[config.mk]
export PLATFORM = sky130hd
export DESIGN_NAME = kbd_rx_ctrl_flat
export DESIGN_NICKNAME = d
export VERILOG_FILES = /design/src/rtl/kbd_pkg.sv /design/src/rtl/kbd_rx_ctrl_if.sv /design/src/rtl/kbd_fifo.sv /design/src/rtl/kbd_rx_ctrl.sv /design/src/flat_wrapper.sv
export SDC_FILE = /design/constraint.sdc
export NUM_CORES = 1
export LEC_CHECK = 0
export ABC_AREA = 1
export CAP_MARGIN = 20
export CORE_ASPECT_RATIO = 1.1
export CORE_MARGIN = 4
export CORE_UTILIZATION = 35
export DETAILED_ROUTE_END_ITERATION = 16
export DONT_BUFFER_PORTS = 1
export PLACE_DENSITY_LB_ADDON = 0.12
export SLEW_MARGIN = 20
export SYNTH_ARGS = -nofsm -noshare
export SYNTH_HDL_FRONTEND = slang
export SYNTH_SLANG_ARGS = --single-unit
[constraint.sdc]
create_clock -name sysclk -period 3.85 [get_ports sysclk]
set_input_delay 0.1925 -clock sysclk [delete_from_list [all_inputs] [get_ports sysclk]]
set_output_delay 0.1925 -clock sysclk [all_outputs]
set_load 0.01 [all_outputs]
[src/rtl/kbd_pkg.sv]
// Shared types and helpers for the PS/2 keyboard receive path.
package kbd_pkg;

  typedef enum logic [1:0] {
    IDLE   = 2'd0,
    DATA   = 2'd1,
    PARITY = 2'd2,
    STOP   = 2'd3
  } kbd_state_t;

  localparam int KBD_DATA_BITS = 8;

  // Odd parity: data bits plus the parity bit must hold an odd number of ones.
  function automatic logic kbd_odd_parity_ok(input logic [KBD_DATA_BITS-1:0] data,
                                             input logic                     par);
    return ^{data, par};
  endfunction

endpackage

[src/rtl/kbd_rx_ctrl_if.sv]
// Scan-code valid/ready stream between the keyboard receiver and its consumer.
interface kbd_rx_ctrl_if;
  import kbd_pkg::*;

  logic [KBD_DATA_BITS-1:0] code;
  logic                     code_valid;
  logic                     code_ready;

  modport master (output code, output code_valid, input code_ready);
  modport slave  (input code, input code_valid, output code_ready);

endinterface

[src/rtl/kbd_fifo.sv]
// Small synchronous FIFO; a push while full is dropped (overrun pulse) unless a pop frees a slot that cycle.
module kbd_fifo
  import kbd_pkg::*;
#(
  parameter int FIFO_DEPTH = 4,
  parameter int DATA_W     = KBD_DATA_BITS
) (
  input  logic              clk,
  input  logic              rstn,
  input  logic              push,
  input  logic [DATA_W-1:0] wdata,
  input  logic              ready,
  output logic [DATA_W-1:0] rdata,
  output logic              valid,
  output logic              full,
  output logic              overrun
);

  localparam int PTR_W = $clog2(FIFO_DEPTH);
  localparam int CNT_W = PTR_W + 1;

  logic [DATA_W-1:0] mem [FIFO_DEPTH];
  logic [PTR_W-1:0]  wr_ptr;
  logic [PTR_W-1:0]  rd_ptr;
  logic [CNT_W-1:0]  count;
  logic              pop;
  logic              wr_en;

  assign valid = (count != '0);
  assign full  = (count == CNT_W'(FIFO_DEPTH));
  assign pop   = valid & ready;
  assign wr_en = push & (~full | pop);
  assign rdata = valid ? mem[rd_ptr] : '0;

  always_ff @(posedge clk) begin
    if (!rstn) begin
      wr_ptr  <= '0;
      rd_ptr  <= '0;
      count   <= '0;
      overrun <= 1'b0;
    end else begin
      overrun <= push & full & ~pop;
      if (wr_en) wr_ptr <= wr_ptr + 1'b1;
      if (pop)   rd_ptr <= rd_ptr + 1'b1;
      case ({wr_en, pop})
        2'b10:   count <= count + 1'b1;
        2'b01:   count <= count - 1'b1;
        default: count <= count;
      endcase
    end
  end

  always_ff @(posedge clk) begin
    if (wr_en) mem[wr_ptr] <= wdata;
  end

endmodule

[src/rtl/kbd_rx_ctrl.sv]
// PS/2 frame receiver: synchronisers, falling-edge detect, frame FSM, watchdog, scan-code FIFO.
// Define KBD_PARITY_CHECK_EN to reject frames whose parity bit is wrong.
module kbd_rx_ctrl
  import kbd_pkg::*;
#(
  parameter int TIMEOUT_CYCLES = 100000,
  parameter int FIFO_DEPTH     = 4
) (
  input  logic          sysclk,
  input  logic          rstn,
  input  logic          kbdclk,
  input  logic          kbddata,
  kbd_rx_ctrl_if.master code_if,
  output logic          frame_err,
  output logic          overrun,
  output logic          busy
);

`ifdef KBD_PARITY_CHECK_EN
  localparam bit PAR_CHECK = 1'b1;
`else
  localparam bit PAR_CHECK = 1'b0;
`endif

  localparam logic [1:0] ST_IDLE   = 2'(IDLE);
  localparam logic [1:0] ST_DATA   = 2'(DATA);
  localparam logic [1:0] ST_PARITY = 2'(PARITY);
  localparam logic [1:0] ST_STOP   = 2'(STOP);

  localparam int                WD_W   = $clog2(TIMEOUT_CYCLES + 1);
  localparam logic [WD_W-1:0]   WD_MAX = WD_W'(TIMEOUT_CYCLES);

  logic                     kclk_p0, kclk_p1, kclk_p2;
  logic                     kdat_p0, kdat_p1;
  logic                     fall;
  logic                     bit_in;
  logic [1:0]               state;
  logic [2:0]               bit_idx;
  logic [KBD_DATA_BITS-1:0] shreg;
  logic                     par_bit;
  logic [WD_W-1:0]          wd;
  logic                     timeout;
  logic                     stop_edge;
  logic                     par_good;
  logic                     push;
  logic                     full;

  // Stage p0/p1: two-flop synchronisers, idle level 1 out of reset; p2 holds the previous synced clock
  always_ff @(posedge sysclk) begin
    if (!rstn) begin
      kclk_p0 <= 1'b1;
      kclk_p1 <= 1'b1;
      kclk_p2 <= 1'b1;
      kdat_p0 <= 1'b1;
      kdat_p1 <= 1'b1;
    end else begin
      kclk_p0 <= kbdclk;
      kclk_p1 <= kclk_p0;
      kclk_p2 <= kclk_p1;
      kdat_p0 <= kbddata;
      kdat_p1 <= kdat_p0;
    end
  end

  assign fall      = kclk_p2 & ~kclk_p1;
  assign bit_in    = kdat_p1;
  assign stop_edge = fall && (state == ST_STOP);
  assign par_good  = !PAR_CHECK || kbd_odd_parity_ok(shreg, par_bit);
  assign push      = stop_edge && bit_in && par_good;
  // An edge in the same cycle as expiry keeps the frame alive.
  assign timeout   = (state != ST_IDLE) && (wd == WD_MAX) && !fall;
  assign busy      = (state != ST_IDLE);

  // Frame control: state, bit index, watchdog and error pulse
  always_ff @(posedge sysclk) begin
    if (!rstn) begin
      state     <= ST_IDLE;
      bit_idx   <= '0;
      wd        <= '0;
      frame_err <= 1'b0;
    end else begin
      frame_err <= (stop_edge && !(bit_in && par_good)) || timeout;
      if (state == ST_IDLE || fall) wd <= '0;
      else                          wd <= wd + 1'b1;

      if (fall) begin
        case (state)
          ST_IDLE: begin
            if (!bit_in) begin
              state   <= ST_DATA;
              bit_idx <= '0;
            end
          end
          ST_DATA: begin
            bit_idx <= bit_idx + 3'd1;
            if (bit_idx == 3'd7) state <= ST_PARITY;
          end
          ST_PARITY: state <= ST_STOP;
          default:   state <= ST_IDLE;
        endcase
      end else if (timeout) begin
        state <= ST_IDLE;
      end
    end
  end

  always_ff @(posedge sysclk) begin
    if (fall && state == ST_DATA)   shreg[bit_idx] <= bit_in;
    if (fall && state == ST_PARITY) par_bit        <= bit_in;
  end

  kbd_fifo #(
    .FIFO_DEPTH (FIFO_DEPTH),
    .DATA_W     (KBD_DATA_BITS)
  ) u_fifo (
    .clk     (sysclk),
    .rstn    (rstn),
    .push    (push),
    .wdata   (shreg),
    .ready   (code_if.code_ready),
    .rdata   (code_if.code),
    .valid   (code_if.code_valid),
    .full    (full),
    .overrun (overrun)
  );

endmodule

[src/flat_wrapper.sv]
// flat-port wrapper written by rule: the top's interface ports become plain ports
module kbd_rx_ctrl_flat import kbd_pkg::*;
#(
  parameter int TIMEOUT_CYCLES = 100000,
  parameter int FIFO_DEPTH     = 4
)
  (sysclk, rstn, kbdclk, kbddata, frame_err, overrun, busy, code_if_code, code_if_code_valid, code_if_code_ready);
  kbd_rx_ctrl_if code_if_i ();
  input  logic sysclk;
  input  logic rstn;
  input  logic kbdclk;
  input  logic kbddata;
  output logic frame_err;
  output logic overrun;
  output logic busy;
  output wire logic [$bits(code_if_i.code)-1:0] code_if_code;
  output wire logic [$bits(code_if_i.code_valid)-1:0] code_if_code_valid;
  input wire logic [$bits(code_if_i.code_ready)-1:0] code_if_code_ready;
  assign code_if_code = code_if_i.code;
  assign code_if_code_valid = code_if_i.code_valid;
  assign code_if_i.code_ready = code_if_code_ready;
  kbd_rx_ctrl #(.TIMEOUT_CYCLES(TIMEOUT_CYCLES), .FIFO_DEPTH(FIFO_DEPTH)) u_core (.sysclk(sysclk), .rstn(rstn), .kbdclk(kbdclk), .kbddata(kbddata), .code_if(code_if_i), .frame_err(frame_err), .overrun(overrun), .busy(busy));
endmodule
==> metrics.csv <==
stage,metric,value,unit
status,status,completed,
detailed_routing,drc_errors,0,
timing,fmax,508,MHz
critical_path,rrSetupSlack,1.93,ns
pwr,vdd.ir_drop.worst,204,uV
critical_path,r2r-start,u_core.state[1],
grt,grt_pass1_vias,2249,
grt,grt_pass1_wl,11.1,mm
cells_and_area,fin_nets,401,
pwr,combPwrFrac,17.6,%
cts,clk_path_buf_depth,2,
detailed_routing,viasPerCell,4.65,
timing,slew_headroom,58.5,%
hold_path,whs_endpoint,u_core.u_fifo.rd_ptr[0],
cells_and_area,multi_input_area,0.00127,mm2
cells_and_area,final_common_cell,nor2_1,
timing,setup_viol,0,
pwr,p_sw,0.589,mW
timing,holdWs,0.0187,ns
timing,maxSlewViolCount,0,
detailed_routing,ant_nets,0,
grt,grt_use_total,12.5,%
critical_path,critPathArrivalTime,1.78,ns
critical_path,timing.rr.end,u_core.u_fifo.mem[1][1],
synth,yosysWarnings,0,
cells_and_area,seqCellArea,0.00196,mm2
synth,synth_xor_xnor_area_share,0.762,%
synth,synth_area,0.00345,mm2
pwr,internal_power,1.47,mW
cells_and_area,layout-drive-gt1-share,9.82,%
cells_and_area,area_growth,11.5,%
synth,synthAdderAreaFrac,5.30,%
critical_path,critPathKind,register to output port,
pwr,power_frac_seq,45.9,%
pwr,clkPwrFrac,36.5,%
pwr,p_sw_share,28.7,%
cells_and_area,n_fill_cell,942,
synth,synth.avg_cell_area,9.22,um2
grt,grt_max_degree,18,
synth,synth_compound_area_share,8.82,%
timing,skew,0.00726,ns
timing,min_period,1.97,ns
cts,path_clk_slew,0.08,ns
cts,cts.sinks,78,
detailed_routing,drtIter0Drc,103,
synth,yosys.area_share.simple,22.0,%
cts,cts_tree,done,
flow_run,maxCapViolCount,0,
floorplanning,row_count,37,
floorplanning,start_util,36.3,%
synth,syn_inst,374,
cts,post_cts_buffers,0,
grt,overflow,0,
floorplanning,dieHeight,112,um
cts,cts_buffers,9,
critical_path,critPathRequiredTime,3.66,ns
hold_path,whs_path_depth,2,
synth,synth_top_family_by_area,simple AND/OR/NAND/NOR gates,
critical_path,critPathLaunchType,register,
hold_path,hold_path_class,input port to register,
timing,hold_viol_final,0,
placed_design,port-buffer-count,0,
synth,synth_nets,393,
grt,antenna_found_initial,0,
floorplanning,die-area,0.0115,mm2
cts,post_cts_resize_count,0,
cells_and_area,n_antenna_cell,0,
cts,cts_hold_buffers,3,
synth,ys_ff_latch,78,
floorplanning,die-width,103,um
pwr,p_leak,1.38,nW
timing,finalCritPeriodShare,51.1,%
critical_path,end_kind,output port,
hold_path,hold_start,rstn,
critical_path,cp_max_fo,17,
placed_design,routabilityCongestion,0.734,
timing,worstMarginPinSlew,0.621,ns
critical_path,r2r_cells,5,
detailed_routing,vias,2346,
placed_design,hpwl,4.68,mm
timing,setup_tns,0,ns
detailed_routing,wl_per_cell,13.0,um
cells_and_area,final_cell_mix,"nor2_1 (70), nand2_1 (45), inv_1 (44)",
cts,clock_latency,0.35,ns
cts,h-tree-depth,3,
cts,cts_root_buf,clkbuf_8,
pwr,power_density,534,mW/mm2
floorplanning,pin_count,17,
synth,synth_mux_area_share,0,%
detailed_routing,wl,6.53,mm
timing,rsz0062_at_grt,no,
detailed_routing,firstDrtPassIters,6,
synth,synth_cell_type_count,29,
floorplanning,core-area,0.00949,mm2
synth,yosysSeqAreaShare,56.9,%
-- registers in the layout, indices dropped and copies added, names as in the netlist, 2 cells and up, named ones only --
name / flops
u_core.state: 2
u_core.shreg: 8
u_core.u_fifo.wr_ptr: 2
u_core.u_fifo.rd_ptr: 2
u_core.wd: 17
u_core.u_fifo.mem: 32
u_core.u_fifo.count: 3
u_core.bit_idx: 3
-- kinds of logic (layout without fill, tap and decap cells) --
group	Yosys count	after routing
xor+xnor	3	3
simple gates	163	163
fa+ha+maj	14	14
compound gates	60	60
flops	78	78
buf+inv	56	69
-- stage by stage --
| stage | total power, mW | util [%] | worst slack [ns] | area (um2) | instances |
|---|---|---|---|---|---|
| after global routing | 2.18 | 40.5 | 1.71 | 3840 | 504 |
| after CTS | 2.08 | 40.5 | 1.84 | 3840 | 504 |
| after floorplan | 1.25 | - | 2.18 | 3450 | 374 |
| after global placement | 1.32 | 37.6 | 1.97 | 3570 | 485 |
| after detailed placement | 1.33 | 37.6 | 1.90 | 3570 | 485 |
| final | 2.05 | 40.5 | 1.88 | 3840 | 504 |
-- cell type report --
type,count,share of cell area (%)
clock inverters,3,2.34
clock buffers,13,4.13
well taps,117,3.81
repair buffers,3,0.781
inverters,50,4.88
flip-flops and latches,78,51.0
multi-input cells,240,33.0
-- per-layer routing --
layer | routed length [um] | part of all wire, % | vias up | track usage [%]
met2 | 2940 | 45 | 34 | 18.6
met3 | 241 | 3.7 | 11 | 3.48
met4 | 127 | 1.9 | 0 | 4.99
met5 | 0 | 0 | - | 0
met1 | 3220 | 49 | 1066 | 17.1
li1 | - | - | 1235 | -
-- power groups by stage --
stage / sequential [mW] / clock (mW) / combinational [mW]
3_5_place_dp: 0.963 / 0 / 0.366
4_1_cts: 0.944 / 0.771 / 0.370
2_1_floorplan: 0.933 / 0 / 0.315
6_report: 0.942 / 0.751 / 0.362
3_3_place_gp: 0.961 / 0 / 0.358
5_1_grt: 0.951 / 0.813 / 0.413
-- worst max path at each step --
stage	from	to	slack (ns)
floorplan	u_core.state[0]	u_core.u_fifo.mem[0][0]	2.18
global placement	u_core.state[0]	u_core.u_fifo.mem[3][0]	1.97
detailed placement	u_core.state[0]	u_core.u_fifo.mem[1][1]	1.90
CTS	register	code_if_code[5]	1.84
global route	register	code_if_code[5]	1.71
finish	register	code_if_code[5]	1.88
-- critical path, stage by stage, from the launching register on --
cell     delay [ns]
dfxtp_1        0.68
inv_2          0.23
o21ai_0        0.34
a21oi_1        0.18
-- cell usage after synthesis --
library cell	instances	area, um2
dfxtp_1	38	761
xnor2_1	1	8.76
edfxtp_1	40	1200
o21ai_0	29	145
inv_2	5	18.8
nor3_1	6	30.0
or2_2	5	31.3
nor2_1	70	263
fa_1	1	20.0
a21oi_1	30	150
nor3_4	1	16.3
xor2_1	2	17.5
nor3_2	1	10.0
nand3_1	17	85.1
nand3_2	1	10.0
nand3b_1	2	15.0
nand2_2	5	31.3
nor2_8	1	20.0
inv_1	44	165
nor2_4	4	45.0
a21oi_2	1	8.76
nand4_1	3	18.8
clkbuf_1	2	7.51
buf_2	4	20.0
or2_0	1	6.26
clkinv_1	1	3.75
nand2_1	45	169
ha_1	13	163
or2_1	1	6.26
No activity file was read; power rests on OpenSTA's default activity.
